===== src/rtl/cache_pkg.sv =====
// Shared definitions for the cache line refill engine: width helpers,
// FSM state encoding and the fixed AXI burst attributes.
package cache_pkg;

  localparam int ADDR_WIDTH_DEF  = 32;
  localparam int LINE_WIDTH_DEF  = 6;
  localparam int CACHE_WIDTH_DEF = 6;

  localparam logic [1:0] BURST_INCR = 2'b01;
  localparam logic [2:0] SIZE_4B    = 3'b010;

  function automatic int tag_width(input int aw, input int lw, input int cw);
    return aw - lw - cw;
  endfunction

  function automatic int index_width(input int lw);
    return lw - 2;
  endfunction

  typedef enum logic [2:0] {
    S_IDLE = 3'd0,
    S_AW   = 3'd1,
    S_W    = 3'd2,
    S_B    = 3'd3,
    S_AR   = 3'd4,
    S_R    = 3'd5,
    S_DONE = 3'd6
  } state_t;

endpackage


===== src/rtl/cache_line_refill.sv =====
// Miss engine for one direct-mapped line: optional dirty write-back burst,
// then a count-terminated read burst written into the line store word by word.
module cache_line_refill
  import cache_pkg::*;
#(
  parameter  int ADDR_WIDTH  = ADDR_WIDTH_DEF,
  parameter  int LINE_WIDTH  = LINE_WIDTH_DEF,
  parameter  int CACHE_WIDTH = CACHE_WIDTH_DEF,
  localparam int TAG_WIDTH   = tag_width(ADDR_WIDTH, LINE_WIDTH, CACHE_WIDTH),
  localparam int IDX_W       = index_width(LINE_WIDTH)
) (
  input  logic                  clk,
  input  logic                  rst,
  input  logic                  i_miss_req,
  input  logic [ADDR_WIDTH-1:0] i_miss_addr,
  input  logic                  i_victim_valid,
  input  logic                  i_victim_dirty,
  input  logic [TAG_WIDTH-1:0]  i_victim_tag,
  input  logic [31:0]           i_victim_data,
  output logic                  o_line_write_en,
  output logic                  o_line_valid,
  output logic                  o_line_dirty,
  output logic [TAG_WIDTH-1:0]  o_line_tag,
  output logic [IDX_W-1:0]      o_line_index,
  output logic [31:0]           o_line_wdata,
  output logic                  o_busy,
  output logic                  o_done,
  output logic [ADDR_WIDTH-1:0] o_awaddr,
  output logic [7:0]            o_awlen,
  output logic                  o_awvalid,
  input  logic                  i_awready,
  output logic [31:0]           o_wdata,
  output logic                  o_wlast,
  output logic                  o_wvalid,
  input  logic                  i_wready,
  input  logic                  i_bvalid,
  output logic                  o_bready,
  output logic [ADDR_WIDTH-1:0] o_araddr,
  output logic [7:0]            o_arlen,
  output logic                  o_arvalid,
  input  logic                  i_arready,
  input  logic [31:0]           i_rdata,
  input  logic                  i_rlast,
  input  logic                  i_rvalid,
  output logic                  o_rready
);

  localparam int         WORDS = 1 << IDX_W;
  localparam logic [7:0] LEN   = 8'(WORDS - 1);

  state_t                r_state, w_next;
  logic [IDX_W-1:0]      r_cnt, w_cnt_next;
  logic [ADDR_WIDTH-1:0] r_addr;
  logic [TAG_WIDTH-1:0]  r_vtag;

  logic [CACHE_WIDTH-1:0] w_set;
  logic [TAG_WIDTH-1:0]   w_tag;
  logic                   w_last;
  logic                   w_unused;

  assign w_set  = r_addr[LINE_WIDTH+CACHE_WIDTH-1:LINE_WIDTH];
  assign w_tag  = r_addr[ADDR_WIDTH-1:LINE_WIDTH+CACHE_WIDTH];
  assign w_last = (r_cnt == IDX_W'(WORDS - 1));
  assign o_busy = (r_state != S_IDLE);
  // rlast is deliberately ignored: the burst ends on the beat count alone.
  assign w_unused = ^{i_rlast, r_addr[LINE_WIDTH-1:0], BURST_INCR, SIZE_4B};

  always_ff @(posedge clk) begin
    if (!rst) begin
      r_state <= S_IDLE;
      r_cnt   <= '0;
      r_addr  <= '0;
      r_vtag  <= '0;
    end else begin
      r_state <= w_next;
      r_cnt   <= w_cnt_next;
      if (r_state == S_IDLE && i_miss_req) begin
        r_addr <= i_miss_addr;
        r_vtag <= i_victim_tag;
      end
    end
  end

  always_comb begin
    w_next          = r_state;
    w_cnt_next      = r_cnt;
    o_line_write_en = 1'b0;
    o_line_valid    = 1'b0;
    o_line_dirty    = 1'b0;
    o_line_tag      = '0;
    o_line_index    = '0;
    o_line_wdata    = '0;
    o_done          = 1'b0;
    o_awaddr        = '0;
    o_awlen         = '0;
    o_awvalid       = 1'b0;
    o_wdata         = '0;
    o_wlast         = 1'b0;
    o_wvalid        = 1'b0;
    o_bready        = 1'b0;
    o_araddr        = '0;
    o_arlen         = '0;
    o_arvalid       = 1'b0;
    o_rready        = 1'b0;
    case (r_state)
      S_IDLE: begin
        if (i_miss_req)
          w_next = (i_victim_valid && i_victim_dirty) ? S_AW : S_AR;
      end
      S_AW: begin
        o_awvalid = 1'b1;
        o_awaddr  = {r_vtag, w_set, {LINE_WIDTH{1'b0}}};
        o_awlen   = LEN;
        if (i_awready) begin
          w_next     = S_W;
          w_cnt_next = '0;
        end
      end
      S_W: begin
        o_wvalid     = 1'b1;
        o_line_index = r_cnt;
        o_wdata      = i_victim_data;
        o_wlast      = w_last;
        if (i_wready) begin
          w_cnt_next = r_cnt + 1'b1;
          if (w_last) w_next = S_B;
        end
      end
      S_B: begin
        o_bready = 1'b1;
        if (i_bvalid) w_next = S_AR;
      end
      S_AR: begin
        o_arvalid = 1'b1;
        o_araddr  = {w_tag, w_set, {LINE_WIDTH{1'b0}}};
        o_arlen   = LEN;
        if (i_arready) begin
          w_next     = S_R;
          w_cnt_next = '0;
        end
      end
      S_R: begin
        o_rready     = 1'b1;
        o_line_index = r_cnt;
        if (i_rvalid) begin
          o_line_write_en = 1'b1;
          o_line_wdata    = i_rdata;
          o_line_valid    = 1'b1;
          o_line_tag      = w_tag;
          w_cnt_next      = r_cnt + 1'b1;
          if (w_last) w_next = S_DONE;
        end
      end
      S_DONE: begin
        o_done = 1'b1;
        w_next = S_IDLE;
      end
      default: w_next = S_IDLE;
    endcase
  end

endmodule

===== config.mk =====
export PLATFORM = sky130hd
export DESIGN_NAME = cache_line_refill
export DESIGN_NICKNAME = d
export VERILOG_FILES = /design/src/rtl/cache_pkg.sv /design/src/rtl/cache_line_refill.sv
export SDC_FILE = /design/constraint.sdc
export NUM_CORES = 1
export LEC_CHECK = 0
export ABC_AREA = 0
export CAP_MARGIN = 20
export CORE_AREA = 2 2 120 122
export DETAILED_ROUTE_END_ITERATION = 7
export DIE_AREA = 0 0 122 124
export PLACE_DENSITY_LB_ADDON = 0.1
export SYNTH_ARGS = -nofsm -noshare
export SYNTH_HDL_FRONTEND = slang
export SYNTH_SLANG_ARGS = --single-unit

===== constraint.sdc =====
create_clock -name clk -period 2.5 [get_ports clk]
set_input_delay 0.75 -clock clk [delete_from_list [all_inputs] [get_ports clk]]
set_output_delay 0.75 -clock clk [all_outputs]
set_load 0.02 [all_outputs]

; After elaboration in Yosys (flattened, before gate mapping)
; Index checks and enable logic that the tools add are counted.
[op_classes]
add_sub_neg = 1
eq_ne = 15
muxes = 34
reduce_logical = 8
[ops]
columns = cell, n
row1 = two-way mux 32 bit, 5
row2 = two-way mux 20 bit, 2
row3 = two-way mux 4 bit, 7
row4 = two-way mux 3 bit, 9
row5 = case mux 3 bit (6 select lines), 1
row6 = inequality test 2 bit (second input constant), 8
row7 = case mux 4 bit (4 select lines), 1
row8 = == test 3 bit (second input constant), 3
row9 = two-way mux 1 bit, 9
row10 = AND reduction 8 bit, 1
row11 = == test 3 x 2 -> 1 bit (second input constant), 2
row12 = AND reduction 5 bit, 1
row13 = adder 4 x 1 -> 4 bit (second input constant), 1
row14 = == test 4 bit (second input constant), 1
row15 = nonzero test 4 bit, 1
row16 = == test 3 x 1 -> 1 bit (second input constant), 1
row17 = zero test 3 bit, 1
row18 = nonzero test 3 bit, 1
row19 = logical AND 1 bit, 2
row20 = OR reduction 2 bit, 1
[totals]
ff_bits = 59
input_bits = 127
output_inout_bits = 179
wordCells = 62

; Depth between registers and ports, before layout
[depth]
depth_word = 4
depth_mapped = 6
ltp_nobuf = 5

; Worst setup path before layout
; No wires, ideal clock.
[synth_path]
kind = input-to-output
startpoint = input port i_rvalid
endpoint = output port o_line_wdata[13]
t_arrival_ns = 1.590
required_ns = 1.750
setup_slack_ns = 0.160
path_stages = 4
path_buffers = 1
cell_sequence = nand2_1 nor2_1 buf_2 and2_1
[synth_between]
elab_chain_cells = 2
[synth_rtl]
columns = item, line_no
row1 = start: declaration, cache_line_refill.sv:44  ; input logic i_rvalid,
row2 = two-way mux 32 bit, cache_line_refill.sv:145  ; if (i_rvalid) begin
row3 = two-way mux 32 bit, cache_line_refill.sv:105  ; case (r_state)
row4 = end: declaration, cache_line_refill.sv:25  ; output logic [31:0] o_line_wdata,
; Every way passes these cells.

; Worst setup path after layout
[layout_path]
startpoint = register r_state[0]
endpoint = output port o_wdata[25]
[layout_between]
elab_chain_cells = 2
[layout_rtl]
columns = item, line_no
row1 = start: declaration, cache_line_refill.sv:51  ; state_t r_state, w_next;
row2 = start signal: assignment, cache_line_refill.sv:75  ; r_state <= w_next;
row3 = == test 3 x 2 -> 1 bit, cache_line_refill.sv:105
row4 = two-way mux 32 bit, cache_line_refill.sv:105
row5 = end: declaration, cache_line_refill.sv:32  ; output logic [31:0] o_wdata,
; Every way passes these cells.

==> results.md <==
- Post-Place Cells: 899
- Non-filler cells, final: 914
- Max-slew violation count: 0
- CP Data Required Time: 1.75 ns
- Iteration count of the initial detailed-routing pass: 4
- CTS HTree Levels: 2
- Via/cell ratio: 4.247
- Vias in the first global route: 3606
- Max FO, Critical Path: 17
- Sw frac: 41.13%
- Final-report setup violation count: 0
- Max_cap viols: 0
- Synth top area share: 31.18%
- Clk_skew: 0.004063 ns
- WHS Path Cells: 2
- Flop pwr share: 27.8%
- TritonCTS Buffers: 5
- Final period util: 97.54%
- Status: completed
- Switching power: 1631 uW
- Clock share of power: 17.6%
- Max-Slew Margin vs Limit: 59.68%
- Int Pwr: 2335 uW
- Max Root-Sink Buffers: 2
- Critical path class: reg2out
- Finished Core Util: 44.63%
- Largest net degree at the start of global routing: 47
- Row count: 43
- HP Class: reg2reg
- Initial core utilization: 24.81%
- Synthesized cell area: 3403 sq um
- Area Growth Syn to Fin: 79.93%
- Crit. End Element: primary output
- Core area: 13720 sq um
- Top-count cell post-synth: and2_1
- Max Fclk: 410.1 MHz
- First-pass GRT wire length: 19450 um
- WP data arrival: 1.69 ns
- Unrepaired setup endpoints after global routing: yes
- Peak VDD IR: 0.3702 mV
- Warnings, synthesis: 0
- Fraction of layout cells with a size suffix above 1: 25.75%
- Number of synthesized flops with an enable pin: 0
- # DRC: 0
- Crit path from: r_state[0]$_SDFFE_PN0P_
- Synth Instances: 459
- ANT cells: 0
- CP Launch Type: flip-flop
- Gate power share: 54.6%
- Total GRT Usage: 16.35%
- Die Ht: 124 um
- Final nets: 861
- Sequential Area: 1064 sq um
- Routability cong.: 0.8086
- CTS Sinks: 53
- FF-to-FF path depth: 6
- Yosys cell types: 40
- Reg clk slew, reported paths: 0.07 ns
- Antenna violations before repair: 0
- I/O Pins: 306
- Top area cells in the synthesized netlist: dfxtp_1 (31%), and2_1 (26%), nand2_1 (11%), a21boi_0 (9.7%), buf_4 (7.1%)
- Worst r2r src: r_state[0]$_SDFFE_PN0P_
- Synth area leader: dfxtp_1
- Skew-Pair Late Insertion Delay: 0.29 ns
- Total Wirelength: 13520 um
- CTS tree: yes
- Min Tclk post-route: 2.439 ns
- Port bufs: 277
- DIE AREA: 15130 sq um
- Post-DP HPWL: 10240 um
- Post-synthesis register bit count: 53
- Die Span X: 122 um
- Seq/Total Area, Yosys: 31.18%
- Fin Hold WS: 0.4510 ns
- Post-synth top cells: and2_1 (143), nand2_1 (102), dfxtp_1 (53)
- PD cells: 647.7 nW/um^2
- Hold_sp: r_vtag[0]$_SDFFE_PN0P_
- Dpl ws: -0.8090 ns
- Static Leak: 0.002900 uW
- Post-synth ARST share: 0%
- Slew @ Worst Pin: 0.6047 ns
- GR Overflow Total: 0
- Via count: 3882
- WL/cell: 14.79 um
- Root Driver: clkbuf_16
- ANT nets after route: 0
- Multi-input logic area: 2082 sq um
- Fillers: 1425
- Avg Inst Size Synth: 7.415 sq um
- Initial drt markers: 126
- Synth Flop Type: dfxtp_1
- Setup ws final: 0.06139 ns
- Setup TNS Final: 0 ns
- Final hold vios: 0
[cell usage in the layout, fill, tap and decap left out, types with 2 or more instances in the layout]
cell and n:
dlygate4sd2_1 21, nand4_1 2, conb_1 21, nand3b_1 3, buf_2 68, dfxtp_1 51
clkdlybuf4s15_1 3, clkdlybuf4s15_2 12, buf_12 7, clkbuf_16 6, a31oi_1 2, nand3_1 3
nor3b_1 2, buf_6 9, a21boi_1 4, a21boi_0 44, and2_4 3, nand2_2 3
a21oi_1 2, nand2b_1 3, clkbuf_2 30, inv_1 3, clkdlybuf4s50_1 118, buf_4 36
dfxtp_2 2, nand2_1 100, o21ai_1 2, o21ai_0 3, nor2_1 4, and2_1 139
[state kept, by name, summed over array words and instances (netlist names)]
name,count
r_addr,26
r_vtag,20
r_cnt,4
r_state,3
[power groups by stage]
stage / logic [uW] / clock network [uW] / registers [uW]
3_3_place_gp: 2240 / 0 / 1110
5_1_grt: 2370 / 762 / 1130
2_1_floorplan: 1260 / 0 / 1090
4_1_cts: 2190 / 740 / 1100
3_5_place_dp: 2270 / 0 / 1120
6_report: 2160 / 698 / 1100
[logic make-up after synthesis]
family / after synthesis / share of synthesized area [%]
multiplexers: 1 / 0.2941
XOR/XNOR: 1 / 0.2574
AND/OR/NAND/NOR: 272 / 42.54
AO/OA/AOI/OAI: 66 / 14.38
adder cells (fa/ha/maj): 1 / 0.3676
flip-flops: 53 / 31.18
other: 1 / 0.1102
buffers and inverters: 64 / 10.88
[worst paths after layout]
| kind | endpoint | slack [ns] |
|---|---|---|
| max | o_wdata[25] | 0.06 |
| min | r_vtag[0]$_SDFFE_PN0P_ | 0.45 |
| max reg2reg | r_state[1]$_SDFFE_PN0P_ | 0.92 |
| min reg2reg | r_vtag[0]$_SDFFE_PN0P_ | 0.45 |
[critical path, cell delays in order (launching register included)]
cell             delay [ns]
dfxtp_1                0.34
or3b_4                 0.44
inv_4                  0.10
buf_12                 0.13
and2_1                 0.12
clkdlybuf4s15_2        0.26
[final cells by class]
class	count	area share, %
inverter	4	0.2861
timing repair buffer	307	42.34
clock inverter	2	0.2248
tap	180	3.678
multi-input combinational	362	34.00
sequential	53	17.37
clock buffer	6	2.105
[per-stage QoR]
stage	power [uW]	instance area, sq um
floorplan	2346	3478
global placement	3359	6379
detailed placement	3393	6379
CTS	4031	6327
global route	4255	6123
finish	3966	6123
[timing repair]
action / 4_1_cts / 5_1_grt
setup buffers: 3 / 1
pin swaps: 0 / 2
gates resized for setup: 479 / 87
endpoints found under the setup margin: 156 / 136
cloned: 2 / 1
hold buffers: 0 / 0
[per-layer routing]
layer  track usage [%]  part of all wire, %
met3             4.670                  8.1
met5                 0                    0
met1             18.32                   39
met4             3.951                  1.4
met2             30.45                   51
(Power assumes the default switching activity.)
